## src/rtl/pcie_phy_tx_framer_pkg.sv

```systemverilog
`default_nettype none
// ============================================================================
// Module   : pcie_phy_tx_framer_pkg
// Brief    : Shared PCIe PHY constants, framer state encoding, DLLP packing.
// Revision : 1.0 - initial release
// ============================================================================
package pcie_phy_tx_framer_pkg;

  localparam logic [7:0] PCIE_K_STP = 8'hFB;  // K27.7
  localparam logic [7:0] PCIE_K_SDP = 8'h5C;  // K28.2
  localparam logic [7:0] PCIE_K_END = 8'hFD;  // K29.7

  localparam int TLP_FRAME_BEATS  = 9;
  localparam int DLLP_FRAME_BEATS = 2;

  typedef enum logic [1:0] {
    FR_IDLE    = 2'd0,
    FR_TLP_TX  = 2'd1,
    FR_DLLP_TX = 2'd2
  } framer_state_e;

  // First field is the MSB, so dllp_type lands on [47:40] (wire byte 0).
  typedef struct packed {
    logic [7:0]  dllp_type;
    logic [23:0] payload;
    logic [15:0] crc;
  } dllp_packet_t;

  function automatic logic [47:0] pcie_dllp_pack(input dllp_packet_t p);
    return {p.dllp_type, p.payload, p.crc};
  endfunction

endpackage
`default_nettype wire

```

## src/rtl/pcie_phy_tx_framer.sv

```systemverilog
`default_nettype none
// ============================================================================
// Module   : pcie_phy_tx_framer
// Brief    : Gen1/2 STP/SDP..END TX framer, 4 bytes per beat with K flags.
// Revision : 1.0 - initial release
// ============================================================================
module pcie_phy_tx_framer
  import pcie_phy_tx_framer_pkg::*;
#(
  parameter int TLP_W  = 268,
  parameter int DLLP_W = 48
) (
  input  logic              clk,
  input  logic              rst_n,
  input  logic              tlp_valid_i,
  input  logic [TLP_W-1:0]  tlp_i,
  output logic              tlp_ready_o,
  input  logic              dllp_valid_i,
  input  logic [DLLP_W-1:0] dllp_i,
  output logic              dllp_ready_o,
  input  logic              phy_ready_i,
  output logic [31:0]       sym_o,
  output logic [3:0]        sym_k_o,
  output logic              sym_valid_o
);

  localparam int c_PAD_W = 272;
  // Beat 0 consumes the first three bytes; the rest wait in the shift buffer.
  localparam int c_BUF_W = c_PAD_W - 24;

  framer_state_e      r_state;
  logic [3:0]         r_cnt;
  logic [c_BUF_W-1:0] r_buf;
  logic [31:0]        r_sym;
  logic [3:0]         r_k;
  logic               r_vld;

  logic               w_idle;
  logic               w_dllp_acc;
  logic               w_tlp_acc;
  logic [c_PAD_W-1:0] w_padded;
  dllp_packet_t       w_dllp;
  logic [3:0]         w_last_idx;
  logic [3:0]         w_cnt_nxt;

  assign w_idle       = (r_state == FR_IDLE);
  // rst_n gating keeps both readies low while reset is held.
  assign dllp_ready_o = rst_n & w_idle & phy_ready_i;
  assign tlp_ready_o  = rst_n & w_idle & phy_ready_i & ~dllp_valid_i;
  assign w_dllp_acc   = dllp_valid_i & dllp_ready_o;
  assign w_tlp_acc    = tlp_valid_i & tlp_ready_o;

  assign w_padded   = {{(c_PAD_W-TLP_W){1'b0}}, tlp_i};
  assign w_dllp     = dllp_i;
  assign w_last_idx = (r_state == FR_TLP_TX) ? 4'(TLP_FRAME_BEATS - 1)
                                             : 4'(DLLP_FRAME_BEATS - 1);
  assign w_cnt_nxt  = r_cnt + 4'd1;

  always_ff @(posedge clk or negedge rst_n) begin
    if (!rst_n) begin
      r_state <= FR_IDLE;
      r_cnt   <= 4'd0;
      r_buf   <= '0;
      r_sym   <= 32'd0;
      r_k     <= 4'd0;
      r_vld   <= 1'b0;
    end else if (phy_ready_i) begin
      case (r_state)
        FR_IDLE: begin
          r_cnt <= 4'd0;
          if (w_dllp_acc) begin
            r_state <= FR_DLLP_TX;
            r_buf   <= {w_dllp.payload[7:0], w_dllp.crc, {(c_BUF_W-24){1'b0}}};
            r_sym   <= {w_dllp.payload[15:8], w_dllp.payload[23:16],
                        w_dllp.dllp_type, PCIE_K_SDP};
            r_k     <= 4'b0001;
            r_vld   <= 1'b1;
          end else if (w_tlp_acc) begin
            r_state <= FR_TLP_TX;
            r_buf   <= w_padded[c_BUF_W-1:0];
            r_sym   <= {w_padded[c_PAD_W-17 -: 8], w_padded[c_PAD_W-9 -: 8],
                        w_padded[c_PAD_W-1 -: 8], PCIE_K_STP};
            r_k     <= 4'b0001;
            r_vld   <= 1'b1;
          end else begin
            r_sym <= 32'd0;
            r_k   <= 4'd0;
            r_vld <= 1'b0;
          end
        end
        default: begin
          if (r_cnt == w_last_idx) begin
            r_state <= FR_IDLE;
            r_cnt   <= 4'd0;
            r_sym   <= 32'd0;
            r_k     <= 4'd0;
            r_vld   <= 1'b0;
          end else if (w_cnt_nxt == w_last_idx) begin
            // Closing beat: the last three buffered bytes plus END.
            r_cnt <= w_cnt_nxt;
            r_sym <= {PCIE_K_END, r_buf[c_BUF_W-17 -: 8],
                      r_buf[c_BUF_W-9 -: 8], r_buf[c_BUF_W-1 -: 8]};
            r_k   <= 4'b1000;
          end else begin
            r_cnt <= w_cnt_nxt;
            r_sym <= {r_buf[c_BUF_W-25 -: 8], r_buf[c_BUF_W-17 -: 8],
                      r_buf[c_BUF_W-9 -: 8], r_buf[c_BUF_W-1 -: 8]};
            r_k   <= 4'b0000;
            r_buf <= {r_buf[c_BUF_W-33:0], 32'd0};
          end
        end
      endcase
    end
  end

  assign sym_o       = r_sym;
  assign sym_k_o     = r_k;
  assign sym_valid_o = r_vld;

endmodule
`default_nettype wire

```

## config.mk

```make
export PLATFORM = sky130hd
export DESIGN_NAME = pcie_phy_tx_framer
export DESIGN_NICKNAME = d
export VERILOG_FILES = /design/src/rtl/pcie_phy_tx_framer_pkg.sv /design/src/rtl/pcie_phy_tx_framer.sv
export SDC_FILE = /design/constraint.sdc
export NUM_CORES = 1
export LEC_CHECK = 0
export ABC_AREA = 1
export CORE_MARGIN = 2
export CORE_UTILIZATION = 45
export CTS_CLUSTER_DIAMETER = 80
export DETAILED_ROUTE_END_ITERATION = 16
export PLACE_DENSITY = 0.77
export SETUP_SLACK_MARGIN = 0.4
export SKIP_LAST_GASP = 1
export SYNTH_ARGS = -nofsm -noshare
export SYNTH_HDL_FRONTEND = slang
export SYNTH_SLANG_ARGS = --single-unit
```

## constraint.sdc

```tcl
create_clock -name clk -period 5.14 [get_ports clk]
set_clock_uncertainty 0.05 [all_clocks]
set_input_delay 0.771 -clock clk [delete_from_list [all_inputs] [get_ports clk]]
set_output_delay 0.771 -clock clk [all_outputs]
set_load 0.02 [all_outputs]
```

==> out/qor.yml <==
outcome:
  run_status: "complete, no violations"
timing:
  setup-tns-final_ns: 0
  final-hold-violation-count: 0
  final_min_period_over_clock_period_pct: 73.0
  rsz0062_at_grt: "false"
  period_minus_slack_ns: 3.75
  report.final.setup_viol: 0
  worst-slew-pin-transition_ns: 1.10
  normalized_max_slew_margin_pct: 26.8
  fmax_achieved_mhz: 267
  timing_max_transition_violations_final: 0
clocking:
  insertion_delay_to_the_later_sink_of_the_worst_skew_pair_ns: 0.52
  resize_count_post_cts: 0
  holdBufCountCts: 0
  clk_pin_slew_ns: 0.06
  clock_tree.buffer_depth: 3
  clock-root-buffer: "sky130_fd_sc_hd__clkbuf_16"
  post_cts.repair.setup_buffers: 0
  clock-sinks: 289
  number_of_buffers_created_by_cts: 34
  cts_max_level: 2
  tritoncts: "done"
die:
  core-area_um2: 34400
  rows: 68
  fp.dieH_um: 190
  initial_core_util_pct: 45.4
  die_w_um: 190
  design.die.area_um2: 36200
  design.portCount: 360
hold_path:
  holdCritPathClass: "in -> async"
cells_and_area:
  post-route-cell-area_um2: 20400
  layout-drive-gt1-share_pct: 3.35
  final_net_count: 2746
  area_delta_synth_final_pct: 31.0
  layout.core_utilization_pct: 59.4
critical_path:
  critPathMaxFanout: 27
  critical_path.reg2reg.endpoint: "sym_o[26]"
  path_cells: "clkdlybuf4s50_1, nand2_2, buf_4, nor2_4, clkdlybuf4s50_1"
  cp_data_arrival_time_ns: 2.93
  timing.critical_path.slowest_cell_delay_ns: 0.80
  crit_path_start_kind: "input port"
  setup.reg_to_reg.worst_slack_ns: 1.63
  worstSetupEndpointType: "output pin"
  type_of_the_worst_setup_path: "in -> out"
  cp-startpoint: "phy_ready_i"
  path_common_cell: "sky130_fd_sc_hd__clkdlybuf4s50_1"
  timing.reg2reg.worst_path_depth: 7
  r2r_start: "r_state[0]"
  cpMaxStageDelayCell: "sky130_fd_sc_hd__clkdlybuf4s50_1"
  cp_data_required_time_ns: 4.32
logic_synthesis:
  async_reset_ff_share_pct: 100
  synthesis.instances: 2191
  synth.yosys.warnings: 0
  synth_top_flop_cell: "sky130_fd_sc_hd__dfrtp_1"
  synth_largest_area_cell: "sky130_fd_sc_hd__dfrtp_1"
  synth.ff_latch_count: 289
  synth_cell_types: 27
  synth_seq_area_share_pct: 46.4
  synth_enable_flop_cells: 0
  syn_area_um2: 15600
  synth.area.top_cells: "sky130_fd_sc_hd__dfrtp_1, sky130_fd_sc_hd__nand2_1, sky130_fd_sc_hd__nand4_1"
  synth_area_per_cell_um2: 7.12
  yosysMostFrequentCell: "sky130_fd_sc_hd__nand2_1"
  synth_top_area_share_pct: 46.4
  synth.top_cells.by_count: "sky130_fd_sc_hd__nand2_1, sky130_fd_sc_hd__dfrtp_1, sky130_fd_sc_hd__nand4_1"
drt:
  postRouteAntennaNets: 0
  routed_via_density: 5.42
  drt-initial-drc-count: 1391
  drt_pass1_iterations: 9
  detail_route.wl_per_cell_um: 17.3
  post-route-drc-count: 0
  drt-total-wl_um: 50500
  detailroute.via_count: 15800
global_routing:
  grt.met2_usage_pct: 45.9
  grt_first_pass_wirelength_um: 80000
  number_of_antenna_violations_at_the_first_check_in_global_routing: 10
  use_met3_pct: 6.05
  most_congested_layer_reported_by_global_routing: "met2"
  global_route.usage.met1_pct: 35.0
  grt-ovfl-total: 0
  first_global_vias: 15100
  grtUsageTotal_pct: 27.5
  grt_start_max_net_pins: 249
flow_run:
  max_cap_violations: 0
place:
  dp_hpwl_um: 32600
  postPlaceCellArea_um2: 19300
  gp_congestion: 0.883
  buffer_ports.inserted: 357
power:
  vdd_ir_drop_max_uv: 452
  finalPower_mw: 11.1
  power.static_leakage_nw: 10.3
  p_per_area_nw_per_um2: 543
## cells by family (layout without fill, tap and decap cells)
logic type	after synthesis	count (layout)	synth area share, %
compound gates	264	264	9.10
simple gates	1209	1209	33.8
buf+inv	427	683	10.6
other cells	1	10	0.0241
fa+ha+maj	1	1	0.0802
flops	289	289	46.4
## where the power goes
group          switching, mW  leakage (nW)  internal [mW]
clock                  0.972         0.555           1.50
combinational           3.40          6.05           1.53
sequential             0.502          3.72           3.18
total                   4.87          10.3           6.21
## final cells by class
class / instances / area [µm²]
fillers: 3153 / 13900
diodes: 8 / 20.0
well taps: 455 / 569
inverters: 247 / 927
clock inverters: 9 / 126
flip-flops and latches: 289 / 7230
repair buffers: 376 / 3800
multi-input cells: 1476 / 6750
clock buffers: 51 / 1010
## routing by layer
metal | share of wire, % | up-vias
met5 | 0.12 | -
met4 | 3.8 | 8
met3 | 8.1 | 119
met2 | 47 | 635
met1 | 41 | 7428
li1 | - | 7579
## worst max path at each step
stage	end	cells past startpoint	slack, ns
4_1_cts	dllp_ready_o	5	1.41
3_3_place_gp	sym_o[30]	6	1.37
5_1_grt	dllp_ready_o	5	1.29
3_5_place_dp	sym_o[26]	6	1.22
2_1_floorplan	tlp_ready_o	3	2.66
6_report	dllp_ready_o	5	1.39
## per-stage QoR
| step | setup slack [ns] | hold WS, ns | instances |
|---|---|---|---|
| global route | 1.29 | 0.142 | 2907 |
| floorplan | 2.66 | 0.392 | 2192 |
| detailed placement | 1.22 | 0.408 | 2843 |
| finish | 1.39 | 0.109 | 2911 |
| CTS | 1.41 | 0.115 | 2903 |
| global placement | 1.37 | 0.403 | 2843 |
## cells in the final DEF (no fill, tap or decap), types with 2 or more instances in the layout
cell,n
sky130_fd_sc_hd__inv_2,2
sky130_fd_sc_hd__o211ai_1,25
sky130_fd_sc_hd__nand3_4,2
sky130_fd_sc_hd__o22ai_1,8
sky130_fd_sc_hd__buf_12,6
sky130_fd_sc_hd__dfrtp_1,289
sky130_fd_sc_hd__clkbuf_16,35
sky130_fd_sc_hd__a22oi_1,4
sky130_fd_sc_hd__inv_1,243
sky130_fd_sc_hd__clkdlybuf4s50_1,356
sky130_fd_sc_hd__bufinv_16,3
sky130_fd_sc_hd__diode_2,8
sky130_fd_sc_hd__clkinv_2,4
sky130_fd_sc_hd__nand4_1,251
sky130_fd_sc_hd__conb_1,2
sky130_fd_sc_hd__clkbuf_1,9
sky130_fd_sc_hd__o21ai_0,196
sky130_fd_sc_hd__nor2_1,64
sky130_fd_sc_hd__a21oi_1,28
sky130_fd_sc_hd__clkinv_1,2
sky130_fd_sc_hd__nand3_1,68
sky130_fd_sc_hd__buf_4,13
sky130_fd_sc_hd__nand2_1,819
sky130_fd_sc_hd__clkbuf_8,7
## critical path, delay by kind of cell
kind | cells | cell delay [ns]
AND/OR/NAND/NOR | 2 | 0.40
buffers and inverters | 3 | 1.74
## flip-flops by register name (all words and copies together), names as in the netlist
signal       flops
sym_k_o          2
sym_valid_o      1
r_state          2
r_buf          248
r_cnt            4
sym_o           32
Power figures use the tool's default switching activity.
